===== src/rtl/cdb_arbiter.sv =====
// Common data bus arbiter: three FU result holding registers, age-ordered
// two-slot broadcast with registered CDB outputs and a contention counter.
module cdb_arbiter #(
  parameter int unsigned DATA_W = 32,
  parameter int unsigned ROB_W  = 4
) (
  input  logic                         clk,
  input  logic                         rst_n,
  input  logic [2:0]                   req_valid,
  output logic [2:0]                   req_ready,
  input  logic [2:0][5:0]              req_rd,
  input  logic [2:0][DATA_W-1:0]       req_data,
  input  logic [2:0][ROB_W-1:0]        req_rob,
  input  logic [2:0]                   req_regwrite,
  input  logic [ROB_W-1:0]             rob_head,
  input  logic                         flush,
  output logic [1:0]                   cdb_valid,
  output logic [1:0][5:0]              cdb_rd,
  output logic [1:0][DATA_W-1:0]       cdb_data,
  output logic [1:0][ROB_W-1:0]        cdb_rob,
  output logic [15:0]                  lost_cnt
);

  logic [2:0]              hold_v;
  logic [2:0][5:0]         hold_rd;
  logic [2:0][DATA_W-1:0]  hold_data;
  logic [2:0][ROB_W-1:0]   hold_rob;
  logic [2:0]              hold_rw;

  logic [2:0][ROB_W-1:0]   age;
  logic [2:0][1:0]         rank;
  logic [2:0]              grant;
  logic [2:0]              capture;
  logic                    lost;

  logic [1:0]              slot_v;
  logic [1:0][5:0]         slot_rd;
  logic [1:0][DATA_W-1:0]  slot_data;
  logic [1:0][ROB_W-1:0]   slot_rob;

  // Rank = number of held entries strictly ahead in (age, FU index) order,
  // so ranks of held entries are unique and rank directly names the slot.
  always_comb begin
    age   = '0;
    rank  = '0;
    grant = '0;
    for (int unsigned i = 0; i < 3; i++) begin
      age[i] = hold_rob[i] - rob_head;
    end
    for (int unsigned i = 0; i < 3; i++) begin
      for (int unsigned j = 0; j < 3; j++) begin
        if (j != i && hold_v[j] &&
            ((age[j] < age[i]) || ((age[j] == age[i]) && (j < i)))) begin
          rank[i] = rank[i] + 2'd1;
        end
      end
    end
    for (int unsigned i = 0; i < 3; i++) begin
      grant[i] = hold_v[i] && (rank[i] < 2'd2);
    end
  end

  always_comb begin
    slot_v    = '0;
    slot_rd   = '0;
    slot_data = '0;
    slot_rob  = '0;
    for (int unsigned s = 0; s < 2; s++) begin
      for (int unsigned i = 0; i < 3; i++) begin
        if (grant[i] && (rank[i] == 2'(s))) begin
          slot_v[s]    = 1'b1;
          slot_rd[s]   = hold_rw[i] ? hold_rd[i] : 6'd0;
          slot_data[s] = hold_data[i];
          slot_rob[s]  = hold_rob[i];
        end
      end
    end
  end

  assign lost      = |(hold_v & ~grant);
  assign req_ready = {3{rst_n & ~flush}} & (~hold_v | grant);
  assign capture   = req_valid & req_ready;

  // Capture takes precedence over grant-clear so a same-edge refill is lossless.
  always_ff @(posedge clk or negedge rst_n) begin
    if (!rst_n) begin
      hold_v    <= '0;
      hold_rd   <= '0;
      hold_data <= '0;
      hold_rob  <= '0;
      hold_rw   <= '0;
    end else if (flush) begin
      hold_v <= '0;
    end else begin
      for (int unsigned i = 0; i < 3; i++) begin
        if (capture[i]) begin
          hold_v[i]    <= 1'b1;
          hold_rd[i]   <= req_rd[i];
          hold_data[i] <= req_data[i];
          hold_rob[i]  <= req_rob[i];
          hold_rw[i]   <= req_regwrite[i];
        end else if (grant[i]) begin
          hold_v[i] <= 1'b0;
        end
      end
    end
  end

  always_ff @(posedge clk or negedge rst_n) begin
    if (!rst_n) begin
      cdb_valid <= '0;
      cdb_rd    <= '0;
      cdb_data  <= '0;
      cdb_rob   <= '0;
    end else if (flush) begin
      cdb_valid <= '0;
      cdb_rd    <= '0;
      cdb_data  <= '0;
      cdb_rob   <= '0;
    end else begin
      cdb_valid <= slot_v;
      cdb_rd    <= slot_rd;
      cdb_data  <= slot_data;
      cdb_rob   <= slot_rob;
    end
  end

  always_ff @(posedge clk or negedge rst_n) begin
    if (!rst_n) begin
      lost_cnt <= '0;
    end else if (!flush && lost && (lost_cnt != '1)) begin
      lost_cnt <= lost_cnt + 16'd1;
    end
  end

endmodule

===== config.mk =====
export PLATFORM = sky130hd
export DESIGN_NAME = cdb_arbiter
export DESIGN_NICKNAME = d
export VERILOG_FILES = /design/src/rtl/cdb_arbiter.sv
export SDC_FILE = /design/constraint.sdc
export NUM_CORES = 1
export LEC_CHECK = 0
export CORE_MARGIN = 2
export CORE_UTILIZATION = 25
export CTS_CLUSTER_SIZE = 10
export DETAILED_ROUTE_END_ITERATION = 8
export DONT_BUFFER_PORTS = 1
export PLACE_DENSITY = 0.47
export SLEW_MARGIN = 20
export SYNTH_ARGS = -nofsm -noshare
export SYNTH_HDL_FRONTEND = slang
export SYNTH_SLANG_ARGS = --single-unit

===== constraint.sdc =====
create_clock -name clk -period 4.9 [get_ports clk]
set_input_delay 0.98 -clock clk [delete_from_list [all_inputs] [get_ports clk]]
set_output_delay 0.98 -clock clk [all_outputs]
set_load 0.01 [all_outputs]

==> results.md, run 1 <==
* Status: complete, no violations
* IO Pins at 244
* CTS tree: done
* Clock transition at the registers of the reported paths at 0.05 ns
* Site Rows at 75
* Crit. End Element: output port
* TritonCTS Sinks at 234
* Total number of vias at 7044
* CP Launch Type: flop
* Detailed Routing Iterations Pass 1 at 5
* Setup TNS at 0 ns
* Hold Crit Class: in -> async
* Cell count after synthesis at 915
* Hold-fix buffers at CTS at 0
* Core ar. at 41760 µm²
* DRC at 0
* # nets final at 1073
* Final Cell Area at 12100 µm²
* 1st-iter DRT viols at 384
* CTS max path bufs at 3
* Grt ovf at 0
* Cell Area, Synth at 10530 µm²
* Die Ht at 209.3 µm
* Dpl cell area at 11250 µm²
* Mean Syn Cell Area at 11.51 µm²
* Data required, critical path at 3.92 ns
* Number of global-route vias before repair at 7290
* Via/cell ratio at 4.828
* Final min period at 4.647 ns
* Worst relative slew slack at 55.56%
* Switch share at 27.63%
* Gpl congestion at 0.8049
* Endpoints failing setup at 0
* Net count after synthesis at 1080
* CTS root buf: clkbuf_16
* NetSw at 1.403 mW
* PwrDens at 419.8 nW/µm²
* Total CTS buffers at 29
* H-tree depth at 1
* Final ANT Viol Nets at 0
* Max-cap violations at 0
* First-pass GRT wire length at 48.78 mm
* F_max at 215.2 MHz
* Post-synth top flop: dfrtp_1
* Syn. warnings at 0
* Fin crit share at 94.84%
* Sequential share of the synthesized area at 55.59%
* Overall power at 5.079 mW
* Clock latency on the worst-skew pair at 0.56 ns
* Starting Density at 25.23%
* GRT Total Usage at 14.73%
* Largest net degree at the start of global routing at 236
* Hpwl dp at 19.80 mm
* Combinational Power Share at 14.1%
* VDD IR max at 0.2456 mV
* Clock power frac at 38.5%
* Layout cells sized above 1 at 22.74%
* Leak Pwr at 5.278 nW
* Worst slew pin tran at 0.6667 ns
* Reg power frac at 47.4%
* Fin. Hold Viols at 0
* Wire per inst at 22.21 µm
* Die width at 209.3 µm
* Synthesized flop and latch total at 234
* Post-synth EDFFs at 0
* Antenna violations before repair at 4
* Slew Limit Fails at 0
* Synth-to-Final Area Change at 14.85%
* Distinct cell type count after synthesis at 48
* Critical Path AT at 3.67 ns
* P_int at 3.675 mW
* Critical Path Fanout Max at 4
* Routed Wire Length at 32.41 mm
* Async SR Flop Fraction at 100.0%
* PortBufs at 0
* Unrepaired setup endpoints after global routing: false
* Die Area at 43790 µm²
* Crit Path Class: reg -> out
* Clock skew at 0.01042 ns
## flip-flops by register name (all words and copies together) (netlist names)
name	flops
cdb_data	64
hold_rob	12
hold_rw	3
hold_v	3
cdb_rd	12
cdb_rob	8
hold_data	96
cdb_valid	2
hold_rd	18
lost_cnt	16
## cell type report
| type | instances | area, µm² |
|---|---|---|
| Antenna cell | 1 | 2.502 |
| Timing Repair Buffer | 21 | 282.8 |
| Clock buffer | 40 | 817.0 |
| Sequential cell | 234 | 5856 |
| Tap cell | 539 | 674.4 |
| Inverter | 20 | 75.07 |
| Multi-Input combinational cell | 602 | 4375 |
| Fill cell | 4255 | 29660 |
| Clock inverter | 2 | 15.01 |
## Yosys cell counts, types with 4 or more instances
cell | instances | share of area, %
inv_1 | 20 | 0.71
o21ai_0 | 10 | 0.48
nor2b_1 | 6 | 0.36
clkbuf_1 | 31 | 1.1
a311oi_1 | 70 | 5.8
nor2_1 | 82 | 2.9
a32oi_1 | 13 | 1.1
xnor2_1 | 15 | 1.2
nand4_1 | 4 | 0.24
nand2_1 | 159 | 5.7
a21oi_1 | 20 | 0.95
xor2_1 | 7 | 0.58
mux2_2 | 130 | 14
a211oi_1 | 14 | 1.0
nand3_1 | 7 | 0.33
buf_2 | 22 | 1.0
ha_1 | 23 | 2.7
dfrtp_1 | 234 | 56
## what timing repair did
item	in CTS	in global routing
buffers inserted	0	0
endpoints found under the hold margin	0	0
gates resized for setup	0	3
setup endpoints to repair	0	2
## logic make-up after synthesis
family | Yosys count | share of synthesized area (%)
buf+inv | 79 | 3.255
compound gates | 139 | 10.45
xor+xnor | 22 | 1.829
flops | 234 | 55.59
fa+ha+maj | 29 | 3.599
mux | 131 | 14.04
simple gates | 281 | 11.24
## power groups by stage
stage / sequential [mW] / clock, mW / combinational (mW)
2_1_floorplan: 2.36 / 0 / 0.566
3_3_place_gp: 2.44 / 0 / 0.708
3_5_place_dp: 2.44 / 0 / 0.715
4_1_cts: 2.41 / 2.04 / 0.718
5_1_grt: 2.44 / 2.10 / 0.815
6_report: 2.41 / 1.96 / 0.716
## worst max-delay path: stages (launching register included)
cell and delay [ns]:
dfrtp_1 0.44, inv_1 0.07, ha_1 0.19, inv_1 0.07, fa_1 0.44, ha_1 0.31, nor2b_1 0.11, o21ai_0 0.08
maj3_1 0.34, maj3_2 0.35, and2_1 0.17, ha_1 0.23, a21oi_2 0.18, buf_4 0.15
## routing by layer
layer	vias to the layer above	wire, µm	track usage (%)
li1	3225	-	-
met1	3564	14190	18.96
met2	205	15250	24.41
met3	46	2279	4.324
met4	4	667	3.448
met5	-	19	0
## metrics by stage
stage | utilization (%) | std cells | hold slack (ns) | setup WS [ns]
2_1_floorplan | - | 915 | 0.4794 | 0.4933
3_3_place_gp | 26.94 | 1416 | 0.4939 | 0.2367
3_5_place_dp | 26.94 | 1416 | 0.4944 | 0.2392
4_1_cts | 28.93 | 1458 | 0.09032 | 0.1283
5_1_grt | 28.96 | 1458 | 0.09716 | 0.03381
6_report | 28.97 | 1459 | 0.1296 | 0.2527
## placed cells by master (no fill, tap or decap), types with 3 or more instances in the layout
cell type,instances
a211oi_1,14
inv_1,20
dfrtp_1,234
nand4_1,4
ha_1,23
fa_1,3
xor2_1,7
clkbuf_16,29
o21ai_0,10
a311oi_1,70
buf_12,10
nand2_1,154
nand3_1,7
a21oi_1,18
buf_4,11
clkbuf_8,5
clkbuf_1,6
mux2_2,130
nor2b_1,6
nand2_2,3
a32oi_1,13
nand2b_1,3
xnor2_1,15
nor2_1,82
## path summary, 6_finish.rpt
path / endpoint / cells past startpoint / slack (ns) / from
max: req_ready[2] / 13 / 0.25 / hold_rob[4]
min: hold_data[7] / 0 / 0.13 / rst_n
max reg2reg: lost_cnt[13] / 16 / 0.80 / hold_rob[4]
min reg2reg: hold_rob[0] / 1 / 0.50 / hold_rob[0]
max in group asynchronous: hold_data[89] / 0 / 4.43 / rst_n
min in group clk: cdb_rd[7] / 1 / 0.50 / flush
Power figures use the tool's default switching activity.
==> run 2, diff against run 1 <==
--- a/config.mk
+++ b/config.mk
@@ -6,12 +6,11 @@
 export NUM_CORES = 1
 export LEC_CHECK = 0
 export CORE_MARGIN = 2
-export CORE_UTILIZATION = 25
+export CORE_UTILIZATION = 55
 export CTS_CLUSTER_SIZE = 10
 export DETAILED_ROUTE_END_ITERATION = 8
 export DONT_BUFFER_PORTS = 1
-export PLACE_DENSITY = 0.47
-export SLEW_MARGIN = 20
+export PLACE_DENSITY = 0.79
 export SYNTH_ARGS = -nofsm -noshare
 export SYNTH_HDL_FRONTEND = slang
 export SYNTH_SLANG_ARGS = --single-unit
==> results.md, run 2 (synthesis gave the netlist of run 1 again) <==
* Die Area at 20270 µm² (was 43790 µm²)
* Via/cell ratio at 6.327 (was 4.828)
* Slew Limit Fails at 0 (unchanged)
* Final min period at 4.680 ns (was 4.647 ns)
* GRT Total Usage at 25.94% (was 14.73%)
* Most frequent cells in the layout: dfrtp_1 (234), nand2_1 (154), mux2_2 (130) (unchanged)
* Die width at 142.4 µm (was 209.3 µm)
* Max-cap violations at 0 (unchanged)
* Data required, critical path at 3.92 ns (about the same)
* Hpwl dp at 16.39 mm (was 19.80 mm)
* Number of global-route vias before repair at 7294 (was 7290)
* Crit. End Element: output port (unchanged)
* Final ANT Viol Nets at 0 (unchanged)
* 1st-iter DRT viols at 369 (was 384)
* Starting Density at 56.13% (was 25.23%)
* Final core utilization at 62.04% (was 28.97%)
* Clock latency on the worst-skew pair at 0.53 ns (was 0.56 ns)
* Leak Pwr at 5.244 nW (was 5.278 nW)
* Largest net degree at the start of global routing at 236 (unchanged)
* Worst slew pin tran at 0.6587 ns (was 0.6667 ns)
* Most common cell after layout, fill and taps aside: dfrtp_1 (unchanged)
* Synth-to-Final Area Change at 10.54% (was 14.85%)
* PortBufs at 0 (unchanged)
* Worst relative slew slack at 56.09% (was 55.56%)
* Dpl cell area at 10810 µm² (was 11250 µm²)
* Wire per inst at 22.98 µm (was 22.21 µm)
* PwrDens at 428.0 nW/µm² (was 419.8 nW/µm²)
* Hold Crit Class: in -> async (unchanged)
* Status: complete, no violations (unchanged)
* Final std cells w/o fill at 1149 (was 1459)
* Layout cells sized above 1 at 21.93% (was 22.74%)
* Clock skew at 0.01049 ns (was 0.01042 ns)
* Antenna violations before repair at 4 (unchanged)
* Hold-fix buffers at CTS at 0 (unchanged)
* CTS root buf: clkbuf_16 (unchanged)
* Grt ovf at 0 (unchanged)
* IO Pins at 244 (unchanged)
* CP Launch Type: flop (unchanged)
* Endpoints failing setup at 0 (unchanged)
* Die Ht at 142.4 µm (was 209.3 µm)
* F_max at 213.7 MHz (was 215.2 MHz)
* Site Rows at 50 (was 75)
* DRC at 0 (unchanged)
* Worst R2R Setup Slack at 0.68 ns (was 0.80 ns)
* VDD IR max at 0.2950 mV (was 0.2456 mV)
* CTS tree: done (unchanged)
* TritonCTS Sinks at 234 (unchanged)
* Gpl congestion at 0.8434 (was 0.8049)
* Final Cell Area at 11640 µm² (was 12100 µm²)
* Largest regs: hold_data (96), cdb_data (64), hold_rd (18) (unchanged)
* Fin. Hold Viols at 0 (unchanged)
* Placed Cells at 1107 (was 1416)
* Total CTS buffers at 28 (was 29)
* Routed Wire Length at 26.40 mm (was 32.41 mm)
* Reg with most FFs: hold_data (unchanged)
* Reg-to-Reg End: cdb_data[29] (was lost_cnt[13])
* Clock transition at the registers of the reported paths at 0.05 ns (about the same)
* # nets final at 1068 (was 1073)
* Overall power at 4.984 mW (was 5.079 mW)
* Crit Path Class: reg -> out (unchanged)
* Critical Path Fanout Max at 4 (unchanged)
* Max reg flops at 96 (unchanged)
* Worst hold margin at 0.1510 ns (was 0.1296 ns)
* R2R Path Start: hold_rob[8] (was hold_rob[4])
* Total number of vias at 7270 (was 7044)
* Critical Path AT at 3.70 ns (was 3.67 ns)
* Pre-CTS setup slack at 0.1562 ns (was 0.2392 ns)
* Final worst slack at 0.2203 ns (was 0.2527 ns)
* First-pass GRT wire length at 40.83 mm (was 48.78 mm)
* Fin crit share at 95.50% (was 94.84%)
* Worst-case reg-to-reg path depth at 17 (was 16)
* Core ar. at 18770 µm² (was 41760 µm²)
* Unrepaired setup endpoints after global routing: false (unchanged)
* Post-CTS Repair Setup Buffers at 0 (unchanged)
* H-tree depth at 1 (unchanged)
* Detailed Routing Iterations Pass 1 at 5 (unchanged)
* Post-CTS sizing at 0 (unchanged)
* Setup TNS at 0 ns (unchanged)
* CTS max path bufs at 3 (unchanged)
-- run 2: worst max path at each step --
stage | from | end | slack, ns | cells past startpoint
6_report | hold_rob[8] | req_ready[2] | 0.22 | 13
5_1_grt | hold_rob[8] | req_ready[2] | 0.03 | 13
4_1_cts | hold_rob[8] | req_ready[2] | 0.20 | 13
3_5_place_dp | rob_head[1] | cdb_data[18] | 0.16 | 15
3_3_place_gp | rob_head[1] | cdb_data[27] | 0.28 | 15
2_1_floorplan | rob_head[1] | req_ready[2] | 0.49 | 11
-- run 2: worst max-delay path, stage by stage, from the launching register on --
cell and delay, ns:
dfrtp_1 0.41, inv_1 0.07, ha_1 0.13, inv_1 0.06
fa_1 0.49, inv_1 0.06, ha_1 0.28, nor2b_1 0.12
o21ai_0 0.08, maj3_1 0.35, maj3_2 0.34, and2_1 0.17
ha_1 0.23, a21oi_1 0.39
-- run 2: where the power goes --
group / internal [mW] / leakage (nW) / switching (mW)
Combinational: 0.351 / 1.88 / 0.345
Clock: 1.15 / 0.400 / 0.729
Sequential: 2.18 / 2.97 / 0.229
Total: 3.68 / 5.24 / 1.30
-- run 2: metal layers --
metal | wire, µm | global-route usage (%) | vias up
met2 | 12650 | 42.16 | 341
met4 | 891 | 9.432 | 0
met1 | 10250 | 32.39 | 3640
met3 | 2605 | 8.917 | 72
li1 | - | - | 3217
met5 | 0 | 0 | -
-- run 2: cell type report --
class / instances / area [µm²]
timing repair buffer: 17 / 227.7
tap: 234 / 292.8
clock inverter: 1 / 30.03
fill: 1445 / 7124
antenna: 3 / 7.507
sequential: 234 / 5856
inverter: 20 / 75.07
multi-input combinational: 602 / 4365
clock buffer: 38 / 789.5
